[src/rtl/memory_access_if.sv]
// Data-memory request/acknowledge port between the MEM stage and the data memory.
interface memory_access_if;
  logic        dmem_req_o;
  logic        dmem_we_o;
  logic [31:0] dmem_addr_o;
  logic [3:0]  dmem_be_o;
  logic [31:0] dmem_wdata_o;
  logic [31:0] dmem_rdata_i;
  logic        dmem_ack_i;

  modport master (
    output dmem_req_o, dmem_we_o, dmem_addr_o, dmem_be_o, dmem_wdata_o,
    input  dmem_rdata_i, dmem_ack_i
  );

  modport slave (
    input  dmem_req_o, dmem_we_o, dmem_addr_o, dmem_be_o, dmem_wdata_o,
    output dmem_rdata_i, dmem_ack_i
  );
endinterface

[src/rtl/memory_access.sv]
// MEM stage: byte/half/word loads and stores over a req/ack memory port, registered into WB.
// Latency 1 cycle for ALU ops, 2+ for memory ops; stall_o holds Execute while an access is in flight.
module memory_access (
  input  logic                  clk,
  input  logic                  rst_n,
  input  logic                  valid_i,
  input  logic                  mem_rd_i,
  input  logic                  mem_wr_i,
  input  logic [1:0]            size_i,
  input  logic                  unsigned_i,
  input  logic [31:0]           addr_i,
  input  logic [31:0]           store_data_i,
  input  logic [4:0]            load_dest_i,
  input  logic [31:0]           result_i,
  input  logic [31:0]           result2_i,
  input  logic [4:0]            destination_i,
  input  logic [4:0]            destination2_i,
  input  logic [31:0]           PSW_i,
  memory_access_if.master       dmem,
  output logic [31:0]           result_o,
  output logic [31:0]           result2_o,
  output logic [4:0]            destination_o,
  output logic [4:0]            destination2_o,
  output logic [31:0]           wb_data_o,
  output logic [4:0]            mem_destination_o,
  output logic [31:0]           PSW_o,
  output logic                  stall_o,
  output logic                  misalign_o
);

  localparam logic [0:0] IDLE = 1'b0;
  localparam logic [0:0] WAIT = 1'b1;

  logic [0:0]  state;
  logic        bus_we;
  logic [31:0] bus_addr;
  logic [3:0]  bus_be;
  logic [31:0] bus_wdata;

  logic        lat_rd;
  logic        lat_unsigned;
  logic [1:0]  lat_size;
  logic [1:0]  lat_lo;
  logic [4:0]  lat_load_dest;
  logic [31:0] lat_result;
  logic [31:0] lat_result2;
  logic [4:0]  lat_dest;
  logic [4:0]  lat_dest2;
  logic [31:0] lat_psw;

  logic        mem_op;
  logic        misal;
  logic        bad_req;
  logic        accept;
  logic [3:0]  be_next;
  logic [31:0] wdata_next;
  logic [31:0] rd_shift;
  logic [31:0] load_ext;

  assign mem_op  = mem_rd_i | mem_wr_i;
  assign bad_req = (state == IDLE) & valid_i & mem_op & (misal | (mem_rd_i & mem_wr_i));
  assign accept  = (state == IDLE) & valid_i & (mem_rd_i ^ mem_wr_i) & ~misal;

  assign stall_o           = (state == WAIT);
  assign dmem.dmem_req_o   = (state == WAIT);
  assign dmem.dmem_we_o    = bus_we;
  assign dmem.dmem_addr_o  = bus_addr;
  assign dmem.dmem_be_o    = bus_be;
  assign dmem.dmem_wdata_o = bus_wdata;

  always_comb begin
    misal      = 1'b0;
    be_next    = 4'b1111;
    wdata_next = store_data_i;
    case (size_i)
      2'b00: begin
        be_next    = 4'b0001 << addr_i[1:0];
        wdata_next = {4{store_data_i[7:0]}};
      end
      2'b01: begin
        misal      = addr_i[0];
        be_next    = addr_i[1] ? 4'b1100 : 4'b0011;
        wdata_next = {2{store_data_i[15:0]}};
      end
      2'b10:   misal = |addr_i[1:0];
      default: misal = 1'b1;
    endcase
  end

  // Byte lane is brought down to bit 0 first; halfword lane picked by addr[1].
  assign rd_shift = dmem.dmem_rdata_i >> {lat_lo, 3'b000};

  always_comb begin
    load_ext = dmem.dmem_rdata_i;
    case (lat_size)
      2'b00:   load_ext = {{24{~lat_unsigned & rd_shift[7]}}, rd_shift[7:0]};
      2'b01:   load_ext = lat_lo[1] ?
                 {{16{~lat_unsigned & dmem.dmem_rdata_i[31]}}, dmem.dmem_rdata_i[31:16]} :
                 {{16{~lat_unsigned & dmem.dmem_rdata_i[15]}}, dmem.dmem_rdata_i[15:0]};
      default: load_ext = dmem.dmem_rdata_i;
    endcase
  end

  always_ff @(posedge clk or negedge rst_n) begin
    if (!rst_n) begin
      state             <= IDLE;
      bus_we            <= 1'b0;
      bus_addr          <= 32'd0;
      bus_be            <= 4'd0;
      bus_wdata         <= 32'd0;
      lat_rd            <= 1'b0;
      lat_unsigned      <= 1'b0;
      lat_size          <= 2'd0;
      lat_lo            <= 2'd0;
      lat_load_dest     <= 5'd0;
      lat_result        <= 32'd0;
      lat_result2       <= 32'd0;
      lat_dest          <= 5'd0;
      lat_dest2         <= 5'd0;
      lat_psw           <= 32'd0;
      result_o          <= 32'd0;
      result2_o         <= 32'd0;
      destination_o     <= 5'd0;
      destination2_o    <= 5'd0;
      wb_data_o         <= 32'd0;
      mem_destination_o <= 5'd0;
      PSW_o             <= 32'd0;
      misalign_o        <= 1'b0;
    end else begin
      // Bubble by default; overridden below when something retires.
      result_o          <= 32'd0;
      result2_o         <= 32'd0;
      destination_o     <= 5'd0;
      destination2_o    <= 5'd0;
      wb_data_o         <= 32'd0;
      mem_destination_o <= 5'd0;
      PSW_o             <= PSW_i;
      misalign_o        <= bad_req;
      case (state)
        IDLE: begin
          if (valid_i && !mem_op) begin
            result_o       <= result_i;
            result2_o      <= result2_i;
            destination_o  <= destination_i;
            destination2_o <= destination2_i;
          end
          if (accept) begin
            state         <= WAIT;
            bus_we        <= mem_wr_i;
            bus_addr      <= {addr_i[31:2], 2'b00};
            bus_be        <= be_next;
            bus_wdata     <= wdata_next;
            lat_rd        <= mem_rd_i;
            lat_unsigned  <= unsigned_i;
            lat_size      <= size_i;
            lat_lo        <= addr_i[1:0];
            lat_load_dest <= load_dest_i;
            lat_result    <= result_i;
            lat_result2   <= result2_i;
            lat_dest      <= destination_i;
            lat_dest2     <= destination2_i;
            lat_psw       <= PSW_i;
          end
        end
        default: begin
          if (dmem.dmem_ack_i) begin
            state             <= IDLE;
            result_o          <= lat_result;
            result2_o         <= lat_result2;
            destination_o     <= lat_dest;
            destination2_o    <= lat_dest2;
            PSW_o             <= lat_psw;
            wb_data_o         <= lat_rd ? load_ext : 32'd0;
            mem_destination_o <= lat_rd ? lat_load_dest : 5'd0;
          end
        end
      endcase
    end
  end

endmodule

[src/flat_wrapper.sv]
// flat-port wrapper written by rule: the top's interface ports become plain ports
module memory_access_flat 
  (clk, rst_n, valid_i, mem_rd_i, mem_wr_i, size_i, unsigned_i, addr_i, store_data_i, load_dest_i, result_i, result2_i, destination_i, destination2_i, PSW_i, result_o, result2_o, destination_o, destination2_o, wb_data_o, mem_destination_o, PSW_o, stall_o, misalign_o, dmem_dmem_req_o, dmem_dmem_we_o, dmem_dmem_addr_o, dmem_dmem_be_o, dmem_dmem_wdata_o, dmem_dmem_rdata_i, dmem_dmem_ack_i);
  memory_access_if dmem_i ();
  input  logic clk;
  input  logic rst_n;
  input  logic valid_i;
  input  logic mem_rd_i;
  input  logic mem_wr_i;
  input  logic [1:0] size_i;
  input  logic unsigned_i;
  input  logic [31:0] addr_i;
  input  logic [31:0] store_data_i;
  input  logic [4:0] load_dest_i;
  input  logic [31:0] result_i;
  input  logic [31:0] result2_i;
  input  logic [4:0] destination_i;
  input  logic [4:0] destination2_i;
  input  logic [31:0] PSW_i;
  output logic [31:0] result_o;
  output logic [31:0] result2_o;
  output logic [4:0] destination_o;
  output logic [4:0] destination2_o;
  output logic [31:0] wb_data_o;
  output logic [4:0] mem_destination_o;
  output logic [31:0] PSW_o;
  output logic stall_o;
  output logic misalign_o;
  output wire logic [$bits(dmem_i.dmem_req_o)-1:0] dmem_dmem_req_o;
  output wire logic [$bits(dmem_i.dmem_we_o)-1:0] dmem_dmem_we_o;
  output wire logic [$bits(dmem_i.dmem_addr_o)-1:0] dmem_dmem_addr_o;
  output wire logic [$bits(dmem_i.dmem_be_o)-1:0] dmem_dmem_be_o;
  output wire logic [$bits(dmem_i.dmem_wdata_o)-1:0] dmem_dmem_wdata_o;
  input wire logic [$bits(dmem_i.dmem_rdata_i)-1:0] dmem_dmem_rdata_i;
  input wire logic [$bits(dmem_i.dmem_ack_i)-1:0] dmem_dmem_ack_i;
  assign dmem_dmem_req_o = dmem_i.dmem_req_o;
  assign dmem_dmem_we_o = dmem_i.dmem_we_o;
  assign dmem_dmem_addr_o = dmem_i.dmem_addr_o;
  assign dmem_dmem_be_o = dmem_i.dmem_be_o;
  assign dmem_dmem_wdata_o = dmem_i.dmem_wdata_o;
  assign dmem_i.dmem_rdata_i = dmem_dmem_rdata_i;
  assign dmem_i.dmem_ack_i = dmem_dmem_ack_i;
  memory_access u_core (.clk(clk), .rst_n(rst_n), .valid_i(valid_i), .mem_rd_i(mem_rd_i), .mem_wr_i(mem_wr_i), .size_i(size_i), .unsigned_i(unsigned_i), .addr_i(addr_i), .store_data_i(store_data_i), .load_dest_i(load_dest_i), .result_i(result_i), .result2_i(result2_i), .destination_i(destination_i), .destination2_i(destination2_i), .PSW_i(PSW_i), .dmem(dmem_i), .result_o(result_o), .result2_o(result2_o), .destination_o(destination_o), .destination2_o(destination2_o), .wb_data_o(wb_data_o), .mem_destination_o(mem_destination_o), .PSW_o(PSW_o), .stall_o(stall_o), .misalign_o(misalign_o));
endmodule
[config.mk]
export PLATFORM = sky130hd
export DESIGN_NAME = memory_access_flat
export DESIGN_NICKNAME = d
export VERILOG_FILES = /design/src/rtl/memory_access_if.sv /design/src/rtl/memory_access.sv /design/src/flat_wrapper.sv
export SDC_FILE = /design/constraint.sdc
export NUM_CORES = 1
export LEC_CHECK = 0
export CAP_MARGIN = 10
export CORE_UTILIZATION = 35
export CTS_CLUSTER_DIAMETER = 120
export DETAILED_ROUTE_END_ITERATION = 10
export DONT_BUFFER_PORTS = 1
export PLACE_DENSITY_LB_ADDON = 0.25
export SLEW_MARGIN = 15
export SYNTH_ARGS = -nofsm -noshare
export SYNTH_HDL_FRONTEND = slang
export SYNTH_SLANG_ARGS = --single-unit
[constraint.sdc]
create_clock -name clk -period 1.95 [get_ports clk]
set_input_delay 0.195 -clock clk [delete_from_list [all_inputs] [get_ports clk]]
set_output_delay 0.195 -clock clk [all_outputs]
set_load 0.03 [all_outputs]
# ---- Word level (Yosys, flattened, before mapping)
# Index checks and enable logic that the tools add are counted.
# Widths: inputs -> output; s select.
dict set report totals {
  word_cells 78
  output_inout_bits 215
  regBits 329
}
dict set report classes {
  n_shift 2
  n_reduce_logical 6
  bitwise_logic 15
  muxes 29
  n_eq_ne 3
}
# operator n
set op_table {}
lappend op_table {{$mux 32} 12}
lappend op_table {{$pmux 32 s2} 2}
lappend op_table {{$mux 5} 9}
lappend op_table {{$shr 32x5->8} 1}
lappend op_table {{$and 1x1->1} 9}
lappend op_table {{$pmux 4 s2} 1}
lappend op_table {{$eq 2x1->1 const B} 2}
lappend op_table {{$logic_not 2->1} 2}
lappend op_table {{$mux 4} 1}
lappend op_table {{$shl 1x2->4 const A} 1}
lappend op_table {{$mux 1} 3}
lappend op_table {{$not 1->1} 3}
lappend op_table {{$pmux 1 s3} 1}
lappend op_table {{$eq 2x2->1 const B} 1}
lappend op_table {{$or 1x1->1} 2}
lappend op_table {{$reduce_and 2->1} 1}
lappend op_table {{$reduce_or 2->1} 1}
lappend op_table {{$logic_and 1x1->1} 1}
lappend op_table {{$logic_not 1->1} 1}
lappend op_table {{$xor 1x1->1} 1}

# ---- Depth between registers and ports, before layout
dict set report depth {
  word_depth 7
  ltp_mapped 9
  depth_no_buf 6
}

# ---- Worst setup path before layout
# Ideal clock, no wire load.
dict set report synth_timing {
  path_type {register -> register}
  from {register u_core.state (netlist: u_core.dmem.dmem_req_o)}
  to {register u_core.lat_dest2[0]}
  setup_ps 125
  n_path_buf 3
  slack_ps 157
  stages_incl_launch_ff 7
  t_arrival_ps 1668
  cell_sequence {dfrtp_1 > nand3b_4 > nand3b_1 > buf_4 > buf_8 > buf_8 > mux2_4}
}
dict set report synth_between {
  elab_chain_cells 5
}
# element line_no
set synth_lines {}
lappend synth_lines {{start, declared} memory_access.sv:34} ;# logic [0:0] state;
lappend synth_lines {{start signal, assigned} memory_access.sv:106} ;# state <= IDLE;
lappend synth_lines {{start signal, assigned} memory_access.sv:148} ;# state <= WAIT;
lappend synth_lines {{start signal, assigned} memory_access.sv:167} ;# state <= IDLE;
lappend synth_lines {{$not 1->1 (no line) (*)} -}
lappend synth_lines {{$and 1x1->1 (3 in a row)} memory_access.sv:62} ;# assign accept = (state == IDLE) & valid_i & (mem_rd_i ^ mem_wr_i) & ~misal;
lappend synth_lines {{$reduce_and 2->1 (no line) (*)} -}
lappend synth_lines {{end signal, assigned} memory_access.sv:161} ;# lat_dest2 <= destination2_i;
lappend synth_lines {{end, declared} memory_access.sv:48} ;# logic [4:0] lat_dest2;
# Mark *: on every way between the ends. The rest lies on a longest branch, timed or not.
# A chain may end at the register's enable or synchronous reset.

# ---- Final worst setup path
dict set report layout_timing {
  from {register u_core.state (netlist: u_core.dmem.dmem_req_o)}
  to {register u_core.bus_be[1] (netlist: u_core.dmem.dmem_be_o[1])}
}
dict set report layout_between {
  elab_chain_cells 5
}
# element line_no
set layout_lines {}
lappend layout_lines {{$not 1->1 (no line) (*)} -}
lappend layout_lines {{$and 1x1->1 (3 in a row)} memory_access.sv:62}
lappend layout_lines {{$reduce_and 2->1 (no line) (*)} -}
lappend layout_lines {{end signal, assigned} memory_access.sv:151} ;# bus_be <= be_next;
lappend layout_lines {{end, declared} memory_access.sv:37} ;# logic [3:0] bus_be;
# Marks and branches as above.

==> results_dict.tcl <==
set metrics [dict create \
    status "finished with violations" \
    violations "negative hold slack" \
    drv_cap 0 \
    vias 8120 \
    synth_top_area_cell "dfrtp_1" \
    grt_pass1_vias 8790 \
    grt_pass1_wl_microns 51600 \
    h-tree-depth 2 \
    start_kind "register" \
    place_congestion 0.851 \
    fin_util_pct 46.5 \
    endpoint_kind "register" \
    clkLatencyLatePin_ns 0.54 \
    synth_area_leaders "dfrtp_1 (62%), mux2_4 (9.7%), mux2_2 (9.1%)" \
    leakagePower_nw 8.05 \
    coreArea_sq_um 36900 \
    crit_arrival_ns 2.38 \
    start_util_pct 35.8 \
    fin_crit_ns 1.92 \
    fmax_ghz 0.521 \
    fp.dieW_microns 196 \
    yosysWarningCount 0 \
    grt_use_total_pct 17.3 \
    first_pass_iters 5 \
    cts_tree "yes" \
    clk_pin_slew_ns 0.06 \
    cts-buffers-inserted 37 \
    syn_avg_cell_area_sq_um 14.6 \
    tightest_slew_ns 0.809 \
    fin_ws_ns 0.0289 \
    postRouteAntennaNets 0 \
    slew_headroom_pct 46.1 \
    drive_gt1_share_pct 25.5 \
    r2r_slack_ns 0.03 \
    setup_viol 0 \
    multi_input_area_sq_um 4520 \
    cp_max_fo 7 \
    crit_type "reg -> reg" \
    syn-instance-count 901 \
    reg2reg_to "u_core.dmem.dmem_be_o[1]$_DFFE_PN0P_" \
    die_y_microns 196 \
    rsz0062_at_grt "yes" \
    finalHoldViolCount 329 \
    slew_violations 0 \
    ios 431 \
    final_nets 1352 \
    syn2layout_area_growth_pct 30.1 \
    min-delay-path-class "in -> async" \
    grt.overflow.total 0 \
    vias_per_cell 4.89 \
    yosysTopAreaCellShare_pct 62.5 \
    cts_buffer_depth 3 \
    fin_tns_setup_ns 0 \
    rows 70 \
    finClkSkew_ns 0.0192 \
    r2r_start "u_core.dmem.dmem_req_o$_DFF_PN0_" \
    dieArea_sq_um 38400 \
    hold_ws_ns -0.624 \
    drc 0 \
    io_buffers 0 \
    register_area_sq_um 8230 \
    detailed_place_hpwl_microns 20500 \
    cts.sinks 329 \
    wl_per_cell_microns 20.0 \
    grt_max_degree 330 \
    rr_worst_depth 5 \
    synth_cell_type_count 49 \
    period_share_pct 98.5 \
    power_w 0.0200 \
    ir_drop_uv 797 \
    p_per_area_nw_per_um2 1170 \
    pre_cts_slack_ns 0.136 \
    n_fill_cell 3267 \
    antenna_found_initial 2 \
    ys_seq_area_share_pct 62.5 \
    drt-initial-drc-count 383 \
    ys_ff_latch 329 \
    root_buffer "clkbuf_16" \
    critPathRequiredTime_ns 2.41 \
    wirelength_microns 33200 \
    syn_area_sq_um 13200 \
]
[layout by cell type, fill, tap and decap left out, types with 3 or more instances in the layout]
master	n
mux2_2	107
a221oi_2	7
nor3_1	4
o21ai_1	4
buf_4	25
nand2_1	79
and2_1	6
dfrtp_1	328
clkinv_2	3
a222oi_1	7
a22o_1	74
o21ai_0	34
dlygate4sd3_1	223
mux2_4	85
clkbuf_8	8
inv_1	14
clkbuf_16	37
a21oi_1	10
clkbuf_1	9
inv_6	3
nor2_1	17
mux2i_1	26
buf_12	8
[metrics by stage]
stage	instance area [sq um]	instances	hold slack (ns)
2_1_floorplan	13200	902	-0.101
3_3_place_gp	13700	1373	-0.0922
3_5_place_dp	13700	1373	-0.0895
4_1_cts	17100	1658	-0.678
5_1_grt	17200	1661	-0.673
6_report	17200	1661	-0.624
[power breakdown]
part           internal (W)  switching [W]
logic               0.00197        0.00110
clock network       0.00379        0.00271
registers           0.00824        0.00222
[registers in the layout (all words and copies together), names as in the netlist, 2 cells and up]
name                      count
u_core.lat_dest2              5
u_core.lat_psw               32
u_core.lat_size               2
u_core.dmem.dmem_be_o         4
u_core.wb_data_o             32
u_core.result_o              32
u_core.mem_destination_o      5
u_core.lat_load_dest          5
u_core.dmem.dmem_wdata_o     32
u_core.destination_o          5
u_core.result2_o             32
u_core.lat_dest               5
u_core.lat_lo                 2
u_core.PSW_o                 32
u_core.destination2_o         5
u_core.dmem.dmem_addr_o      30
u_core.lat_result            32
u_core.lat_result2           32
[worst max-delay path by stage]
| stage | slack (ns) | from | to | cells past startpoint |
|---|---|---|---|---|
| 2_1_floorplan | 0.16 | u_core.dmem.dmem_req_o$_DFF_PN0_ | u_core.lat_dest2[0]$_DFFE_PN0P_ | 6 |
| 3_3_place_gp | 0.08 | u_core.lat_size[0]$_DFFE_PN0P_ | u_core.wb_data_o[1]$_DFF_PN0_ | 4 |
| 3_5_place_dp | 0.14 | mem_rd_i | u_core.lat_result[15]$_DFFE_PN0P_ | 7 |
| 4_1_cts | 0.02 | mem_wr_i | u_core.dmem.dmem_be_o[1]$_DFFE_PN0P_ | 8 |
| 5_1_grt | -0.02 | u_core.dmem.dmem_req_o$_DFF_PN0_ | u_core.dmem.dmem_be_o[1]$_DFFE_PN0P_ | 5 |
| 6_report | 0.03 | u_core.dmem.dmem_req_o$_DFF_PN0_ | u_core.dmem.dmem_be_o[1]$_DFFE_PN0P_ | 5 |
[what timing repair did]
item | 4_1_cts | 5_1_grt
resized for setup | 0 | 5
hold endpoints to repair | 653 | 331
hold buffers | 225 | 2
buffers inserted | 0 | 0
endpoints found under the setup margin | 0 | 86
[critical path, cell delays in order, from the launching register on]
cell and delay (ns):
dfrtp_2 0.44, nand3b_4 0.16, buf_4 0.16, or4_1 0.46
nand3_1 0.09, dlygate4sd3_1 0.55
[layout make-up]
| type | instances | area share (%) |
|---|---|---|
| tap | 504 | 3.68 |
| inverter | 14 | 0.306 |
| multi-input combinational | 494 | 26.3 |
| clock buffer | 54 | 6.24 |
| clock inverter | 6 | 0.241 |
| timing repair buffer | 258 | 15.2 |
| sequential | 329 | 48.0 |
| antenna | 2 | 0.0292 |
[kinds of logic (layout without fill, tap and decap cells)]
family | count (synthesis) | count (layout) | share of synthesized area, %
flip-flops | 329 | 329 | 62.5
multiplexers | 218 | 218 | 20.8
AO/OA/AOI/OAI | 149 | 149 | 8.89
AND/OR/NAND/NOR | 121 | 121 | 4.03
buffers and inverters | 79 | 332 | 3.47
adder cells (fa/ha/maj) | 2 | 2 | 0.190
XOR/XNOR | 2 | 2 | 0.133
other | 1 | 4 | 0.0284
[Yosys cell counts, drive strengths merged]
library cell / instances
buf: 42
nor3: 4
a2111oi: 1
clkbuf: 23
or4: 1
nor2b: 1
nor4: 1
or3b: 1
nor4b: 1
dfrtp: 329
nor3b: 1
o22ai: 2
mux2i: 26
nand3b: 2
o31ai: 1
a31oi: 1
a222oi: 7
ha: 2
and3: 2
a21o: 1
a21oi: 11
and2: 7
a221oi: 8
xnor2: 1
nand3: 2
o41ai: 1
nor2: 18
conb: 1
mux2: 192
or3: 1
o21ai: 40
nand2: 79
a22o: 74
inv: 14
xor2: 1
a211oi: 1
a211o: 1
[metal layers]
layer  GRT usage (%)  share of wire (%)  wire (microns)  vias up
li1                -                  -               -     3660
met5               0                  0               0        -
met3            5.38                7.9            2610       59
met1            21.8                 42           13800     4051
met2            27.3                 48           15800      350
met4            7.55                2.9             957        0
Power figures use the tool's default switching activity.
